[src/rtl/ring_osc_meter_pkg.sv]
// Shared types and defaults for the ring-oscillator frequency meter.
package ring_osc_meter_pkg;

  localparam int unsigned CNT_W_DEFAULT = 24;

  typedef enum logic [2:0] {
    StIdle,
    StClear,
    StRun,
    StSettle,
    StSample,
    StDone
  } meter_state_e;

endpackage

[src/rtl/sync_2ff.sv]
// Two-flop bus synchronizer; only safe because the source bus is quiescent when read.
module sync_2ff #(
  parameter int unsigned Width = 24
) (
  input  logic             clk_i,
  input  logic             rst_i,
  input  logic [Width-1:0] d_i,
  output logic [Width-1:0] q_o
);

  logic [Width-1:0] meta_q, meta_d;
  logic [Width-1:0] sync_q, sync_d;

  always_comb begin
    meta_d = d_i;
    sync_d = meta_q;
  end

  always_ff @(posedge clk_i or posedge rst_i) begin
    if (rst_i) begin
      meta_q <= '0;
      sync_q <= '0;
    end else begin
      meta_q <= meta_d;
      sync_q <= sync_d;
    end
  end

  assign q_o = sync_q;

endmodule

[src/rtl/ring_osc_freq_meter.sv]
// Gates an external ring-oscillator counter for a fixed clk window and returns the
// synchronized edge count on a valid/ready handshake.
module ring_osc_freq_meter
  import ring_osc_meter_pkg::*;
#(
  parameter int unsigned CNT_W         = CNT_W_DEFAULT,
  parameter int unsigned WINDOW_CYCLES = 1024,
  parameter int unsigned CLEAR_CYCLES  = 4,
  parameter int unsigned SETTLE_CYCLES = 8,
  parameter int unsigned MAX_RETRY     = 7
) (
  input  logic             clk,
  input  logic             reset,
  input  logic             start,
  output logic             busy,
  output logic             osc_enable,
  output logic             osc_reset,
  input  logic [CNT_W-1:0] osc_count,
  output logic [CNT_W-1:0] result,
  output logic             result_valid,
  input  logic             result_ready,
  output logic             unstable
);

  localparam int unsigned MaxWc    = (WINDOW_CYCLES > CLEAR_CYCLES) ? WINDOW_CYCLES : CLEAR_CYCLES;
  localparam int unsigned MaxPhase = (MaxWc > SETTLE_CYCLES) ? MaxWc : SETTLE_CYCLES;
  localparam int unsigned PhW      = $clog2(MaxPhase + 1);
  localparam int unsigned RetryW   = (MAX_RETRY > 0) ? $clog2(MAX_RETRY + 1) : 1;

  meter_state_e      state_q, state_d;
  logic [PhW-1:0]    cnt_q, cnt_d;
  logic [1:0]        step_q, step_d;
  logic [RetryW-1:0] retry_q, retry_d;
  logic [CNT_W-1:0]  prev_q, prev_d;
  logic [CNT_W-1:0]  result_q, result_d;
  logic              unstable_q, unstable_d;
  logic              result_valid_q, result_valid_d;
  logic              busy_q, busy_d;
  logic              osc_enable_q, osc_enable_d;
  logic              osc_reset_q, osc_reset_d;
  logic [CNT_W-1:0]  sync_count;

  sync_2ff #(
    .Width(CNT_W)
  ) u_sync (
    .clk_i(clk),
    .rst_i(reset),
    .d_i  (osc_count),
    .q_o  (sync_count)
  );

  always_comb begin
    state_d    = state_q;
    cnt_d      = cnt_q;
    step_d     = step_q;
    retry_d    = retry_q;
    prev_d     = prev_q;
    result_d   = result_q;
    unstable_d = unstable_q;
    unique case (state_q)
      StIdle: begin
        if (start) begin
          state_d = StClear;
          cnt_d   = '0;
        end
      end
      StClear: begin
        if (cnt_q == PhW'(CLEAR_CYCLES - 1)) begin
          state_d = StRun;
          cnt_d   = '0;
        end else begin
          cnt_d = cnt_q + PhW'(1);
        end
      end
      StRun: begin
        if (cnt_q == PhW'(WINDOW_CYCLES - 1)) begin
          state_d = StSettle;
          cnt_d   = '0;
        end else begin
          cnt_d = cnt_q + PhW'(1);
        end
      end
      StSettle: begin
        if (cnt_q == PhW'(SETTLE_CYCLES - 1)) begin
          state_d = StSample;
          step_d  = '0;
          retry_d = '0;
        end else begin
          cnt_d = cnt_q + PhW'(1);
        end
      end
      StSample: begin
        prev_d = sync_count;
        // First steps flush the synchronizer past the lagged enable fall.
        if (step_q != 2'd3) begin
          step_d = step_q + 2'd1;
        end else if (sync_count == prev_q) begin
          result_d   = sync_count;
          unstable_d = 1'b0;
          state_d    = StDone;
        end else if (retry_q == RetryW'(MAX_RETRY - 1)) begin
          result_d   = sync_count;
          unstable_d = 1'b1;
          state_d    = StDone;
        end else begin
          retry_d = retry_q + RetryW'(1);
        end
      end
      StDone: begin
        if (result_ready) begin
          state_d = StIdle;
        end
      end
      default: state_d = StIdle;
    endcase

    busy_d         = (state_d != StIdle);
    result_valid_d = (state_d == StDone);
    // Chain controls follow the state by one cycle, so reset and enable never overlap.
    osc_reset_d    = (state_q == StClear);
    osc_enable_d   = (state_q == StRun);
  end

  always_ff @(posedge clk or posedge reset) begin
    if (reset) begin
      state_q        <= StIdle;
      cnt_q          <= '0;
      step_q         <= '0;
      retry_q        <= '0;
      prev_q         <= '0;
      result_q       <= '0;
      unstable_q     <= 1'b0;
      result_valid_q <= 1'b0;
      busy_q         <= 1'b0;
      osc_enable_q   <= 1'b0;
      osc_reset_q    <= 1'b0;
    end else begin
      state_q        <= state_d;
      cnt_q          <= cnt_d;
      step_q         <= step_d;
      retry_q        <= retry_d;
      prev_q         <= prev_d;
      result_q       <= result_d;
      unstable_q     <= unstable_d;
      result_valid_q <= result_valid_d;
      busy_q         <= busy_d;
      osc_enable_q   <= osc_enable_d;
      osc_reset_q    <= osc_reset_d;
    end
  end

  assign busy         = busy_q;
  assign osc_enable   = osc_enable_q;
  assign osc_reset    = osc_reset_q;
  assign result       = result_q;
  assign result_valid = result_valid_q;
  assign unstable     = unstable_q;

endmodule
[config.mk]
export PLATFORM = sky130hd
export DESIGN_NAME = ring_osc_freq_meter
export DESIGN_NICKNAME = d
export VERILOG_FILES = /design/src/rtl/ring_osc_meter_pkg.sv /design/src/rtl/sync_2ff.sv /design/src/rtl/ring_osc_freq_meter.sv
export SDC_FILE = /design/constraint.sdc
export NUM_CORES = 1
export LEC_CHECK = 0
export ABC_AREA = 1
export CAP_MARGIN = 20
export CELL_PAD_IN_SITES_DETAIL_PLACEMENT = 1
export CELL_PAD_IN_SITES_GLOBAL_PLACEMENT = 1
export CORE_MARGIN = 8
export CORE_UTILIZATION = 30
export CTS_CLUSTER_DIAMETER = 80
export DETAILED_ROUTE_END_ITERATION = 8
export PLACE_DENSITY = 0.69
export SKIP_LAST_GASP = 1
export SYNTH_ARGS = -nofsm -noshare
export SYNTH_HDL_FRONTEND = slang
export SYNTH_HIERARCHICAL = 1
export SYNTH_SLANG_ARGS = --single-unit
[constraint.sdc]
create_clock -name clk -period 2.1 [get_ports clk]
set_input_delay 0.315 -clock clk [delete_from_list [all_inputs] [get_ports clk]]
set_output_delay 0.315 -clock clk [all_outputs]
set_load 0.03 [all_outputs]
# == After elaboration in Yosys (flattened, before gate mapping) ==
# Cells that the tools add are included.
# totals
word_cells,71
regBits,120
output_inout_bits,29
inputBits,28
# op_classes
n_eq_ne,19
reduce_logical,9
n_addsub,3
mux,26
bitwise,1
# ops
op,n
2-to-1 mux 24 bit,2
2-to-1 mux 11 bit,4
one-hot mux 11 bit (4 select lines),1
2-to-1 mux 3 bit,12
== test 24 bit,1
one-hot mux 3 bit (6 select lines),1
inequality test 2 bit (second input constant),8
== test 3 bit (second input constant),4
adder 11 x 1 -> 11 bit (second input constant),1
== test 11 x 10 -> 1 bit (second input constant),1
== test 11 x 2 -> 1 bit (second input constant),1
== test 11 x 3 -> 1 bit (second input constant),1
AND reduction 3 bit,3
== test 3 x 2 -> 1 bit (second input constant),2
one-hot mux 3 bit (2 select lines),1
AND reduction 5 bit,1
2-to-1 mux 2 bit,2
one-hot mux 2 bit (2 select lines),1
nonzero test 2 bit,2
nonzero test 4 bit,1
adder 3 x 1 -> 3 bit (second input constant),1
== test 3 x 1 -> 1 bit (second input constant),1
zero test 3 bit,1
nonzero test 3 bit,1
3 further kinds,4

# == Longest topological paths before layout ==
# depth
ltp_word,6
depth_mapped,12
mapped_depth_nobuf,11

# == By module ==
# Netlist, hierarchy kept.
# by_module_without_submodules
module,n_inst,seq_area_each_um2,cells_per_inst,area_each_um2
ring_osc_freq_meter,1,1801.7,457,3708.6
sync_2ff,1,1201.2,49,1204.9

# == Worst setup path before layout ==
# Ideal clock, no wire load.
# synth_path
path_type,reg-to-reg
startpoint,reg cnt_q[0]
endpoint,reg cnt_q[3]
period_less_slack_ps,1437
arrival_ps,1309
path_buffers,0
stages_incl_launch_ff,11
path_slack_ps,663
setup_time_ps,128
required_time_ps,1972
path_cell_list,dfrtp_1 -> ha_1 -> nand2_1 -> inv_2 -> nand3_2 -> inv_1 -> nand3_1 -> nand2_1 -> nand3_2 -> nand2_2 -> o22ai_1
# synth_via
elab_chain_cells,3
word_cells_on_any_way,10
cone_classes,1 x add/sub; 4 x eq/ne; 4 x mux; 1 x reduce/logical
# synth_rtl
item,line_no,rtl
from (decl),ring_osc_freq_meter.sv:31,"logic [PhW-1:0] cnt_q, cnt_d;"
from (signal assigned),ring_osc_freq_meter.sv:139,cnt_q <= cnt_d;
adder 11 x 1 -> 11 bit (tied with other cells),"ring_osc_freq_meter.sv:72, ring_osc_freq_meter.sv:80, ring_osc_freq_meter.sv:89",
2-to-1 mux 11 bit (tied with other cells),ring_osc_freq_meter.sv:84,if (cnt_q == PhW'(SETTLE_CYCLES - 1)) begin
one-hot mux 11 bit (4 select lines) / AND reduction 3 bit (equally long branches),n/a,
# Parallel ways exist; a longest one is shown, timed or not. The select of a mux whose other input is x is not followed.
# A chain may end at the register's enable or synchronous reset.

# == Final worst setup path ==
# layout_path
startpoint,reg result_q[16] (netlist: result[16])
endpoint,out result[16]
# layout_rtl
item,line_no,rtl
from (decl),ring_osc_freq_meter.sv:35,"logic [CNT_W-1:0] result_q, result_d;"
from (signal assigned),ring_osc_freq_meter.sv:143,result_q <= result_d;
to (decl),ring_osc_freq_meter.sv:19,"output logic [CNT_W-1:0] result,"
# No word-level cell between the ends.

==> flow_metrics.env <==
export IMPL_status="complete, no violations"
export IMPL_clk_pin_slew_ns=0.06
export IMPL_grt_max_degree=73
export IMPL_yosys_warnings=6
export IMPL_min_delay_path_class="in2async"
export IMPL_ys_ff_latch=120
export IMPL_synth_nets=538
export IMPL_endpoint_kind="primary output"
export IMPL_syn_area_um2=4913
export IMPL_initial_core_util_pct=30.82
export IMPL_min_period_ns=1.853
export IMPL_synth_cell_types=28
export IMPL_place_congestion=0.8000
export IMPL_syn_to_final_growth_pct=28.83
export IMPL_grt_pass1_vias=4038
export IMPL_port_buffers=56
export IMPL_fp_dieW_um=144.0
export IMPL_insertion_delay_ns=0.41
export IMPL_cp_required_ns=1.78
export IMPL_setup_viol=0
export IMPL_cts_tree="yes"
export IMPL_drv_cap=0
export IMPL_crit_type="reg2out"
export IMPL_seq_area_frac_synth_pct=61.12
export IMPL_start_kind="flip-flop"
export IMPL_diodes=0
export IMPL_crit_path_max_incr_delay_ns=0.72
export IMPL_p_int_mw=4.893
export IMPL_final_nets=609
export IMPL_relSlewSlack_pct=72.17
export IMPL_die_area_um2=20730
export IMPL_grt_pass1_wl_um=20510
export IMPL_fp_coreArea_um2=15940
export IMPL_cts_setup_buffers=0
export IMPL_hold_viol=0
export IMPL_async_reset_ff_share_pct=100.0
export IMPL_synth_area_leaders="dfrtp_1, nand2_1, inv_1"
export IMPL_synthFlopType="dfrtp_1"
export IMPL_worst_pin_slew_ns=0.4174
export IMPL_avgSynthCellArea_um2=9.710
export IMPL_yosys_area_top_type_share_pct=61.12
export IMPL_root_buffer="clkbuf_16"
export IMPL_whs_ns=0.2391
export IMPL_clock_sinks=120
export IMPL_route_detailed_drc=0
export IMPL_die_h_um=144.0
export IMPL_pwr_share_comb_pct=17.8
export IMPL_grt_use_total_pct=12.92
export IMPL_post_drt_wl_per_cell_um=14.95
export IMPL_setup_slack_ns=0.2471
export IMPL_cp_arrival_ns=1.54
export IMPL_syn_inst=506
export IMPL_r2r_start="cnt_q[0]"
export IMPL_pwr_share_clk_pct=40.9
export IMPL_critPathMaxFanout=2
export IMPL_path_cells="clkdlybuf4s50_1"
export IMPL_num_vias=3568
export IMPL_pre_cts_slack_ns=0.3162
export IMPL_power_switching_mw=2.147
export IMPL_p_sw_share_pct=30.49
export IMPL_power_mw=7.040
export IMPL_setup_tns_ns=0
export IMPL_critPathLaunch="result[16]"
export IMPL_grt_ovfl_total=0
export IMPL_slowest_stage="clkdlybuf4s50_1"
export IMPL_cp_num_buf_inv=1
export IMPL_p_seq_share_pct=41.2
export IMPL_drtIter0Drc=198
export IMPL_ir_drop_uv=660.8
export IMPL_rsz0062_at_grt="false"
export IMPL_fp_row_count=46
export IMPL_power_per_cell_area_nw_per_um2=1112
export IMPL_yosys_area_top_type="dfrtp_1"
export IMPL_cts_made_buffers=17
export IMPL_drt_pass1_iterations=5
export IMPL_hpwl_um=8425
export IMPL_routed_wl_um=12050
export IMPL_skew_ns=0.008401
export IMPL_slew_viol_final=0
export IMPL_vias_per_cell=4.427
export IMPL_drive_gt1_share_pct=18.64
export IMPL_cp_top_family="buffers and inverters"
export IMPL_antenna_found_initial=0
export IMPL_utilization_pct=39.70
export IMPL_leakage_nw=3.018
export IMPL_ant_nets=0
export IMPL_synth_top_cells_by_count="nand2_1, dfrtp_1, inv_1"
export IMPL_clk_path_buf_depth=2
export IMPL_post_cts_resized=0
export IMPL_fmaxAchievable_mhz=539.7
export IMPL_hold_buffers=0
export IMPL_cts_max_level=4
export IMPL_timing_final_crit_share_pct=88.23
export IMPL_synth_most_common_cell="nand2_1"
export IMPL_pin_count=57
export IMPL_synth_edf_count=0
## stage by stage
| stage | std cells | cell area (µm²) |
|---|---|---|
| finish | 806 | 6330 |
| global route | 806 | 6330 |
| CTS | 806 | 6330 |
| detailed placement | 774 | 5743 |
| global placement | 774 | 5743 |
| floorplan | 506 | 4917 |
## flip-flops by register name, summed over array words and instances (netlist names)
register / count
osc_reset: 1
prev_q: 24
cnt_q: 11
unstable: 1
busy: 1
result: 24
step_q: 2
u_sync/q_o: 24
result_valid: 1
state_q: 3
u_sync/meta_q: 24
osc_enable: 1
retry_q: 3
## cells by family (layout without fill, tap and decap cells)
logic type / Yosys count / count (layout) / share of synthesized area (%)
adder cells (fa/ha/maj): 4 / 4 / 1.019
AO/OA/AOI/OAI: 66 / 66 / 8.811
flip-flops: 120 / 120 / 61.12
XOR/XNOR: 6 / 6 / 1.070
AND/OR/NAND/NOR: 226 / 226 / 20.75
buffers and inverters: 84 / 168 / 7.232
## cells in the final DEF (no fill, tap or decap), drive strengths merged
cell type and count:
nor2 37, xor2 5, inv 76, buf 6
a21oi 2, o22ai 4, o2111ai 1, nand2 162
nand4 4, bufinv 2, o21ai 57, clkdlybuf4s50 56
clkbuf 19, dfrtp 120, nor3 1, clkinv 4
clkinvlp 5, a21boi 1, xnor2 1, nand3 22
ha 4, a31oi 1
## per-layer routing
metal,wire [µm],track usage [%],part of all wire (%),up-vias
met1,5376,15.40,45,1793
met3,533,4.583,4.4,5
met2,6035,21.36,50,57
met5,0,0,0,-
met4,104,4.151,0.86,0
li1,-,-,-,1713
## layout make-up
class,count,area [µm²]
clock buffers,19,442.9
clock inverters,13,143.9
fillers,1789,9613
inverters,74,284.0
multi-input cells,302,1555
flip-flops and latches,120,3003
well taps,216,270.3
repair buffers,62,630.6
## power groups by stage
stage	clock network (mW)	registers, mW	logic [mW]
floorplan	0	2.91	0.840
global placement	0	2.90	1.18
detailed placement	0	2.93	1.27
CTS	2.94	2.90	1.29
global route	3.05	2.94	1.45
finish	2.88	2.90	1.26
## final timing paths
check	depth (start not counted)	endpoint	slack, ns
worst max-delay path	1	result[16]	0.25
worst min-delay path	2	u_sync/meta_q[17]	0.24
worst max register to register	10	cnt_q[9]	0.30
worst min register to register	0	u_sync/q_o[13]	0.35
max in group asynchronous	3	cnt_q[10]	1.35
min in group clk	1	u_sync/meta_q[23]	0.33
(Power assumes the default switching activity.)
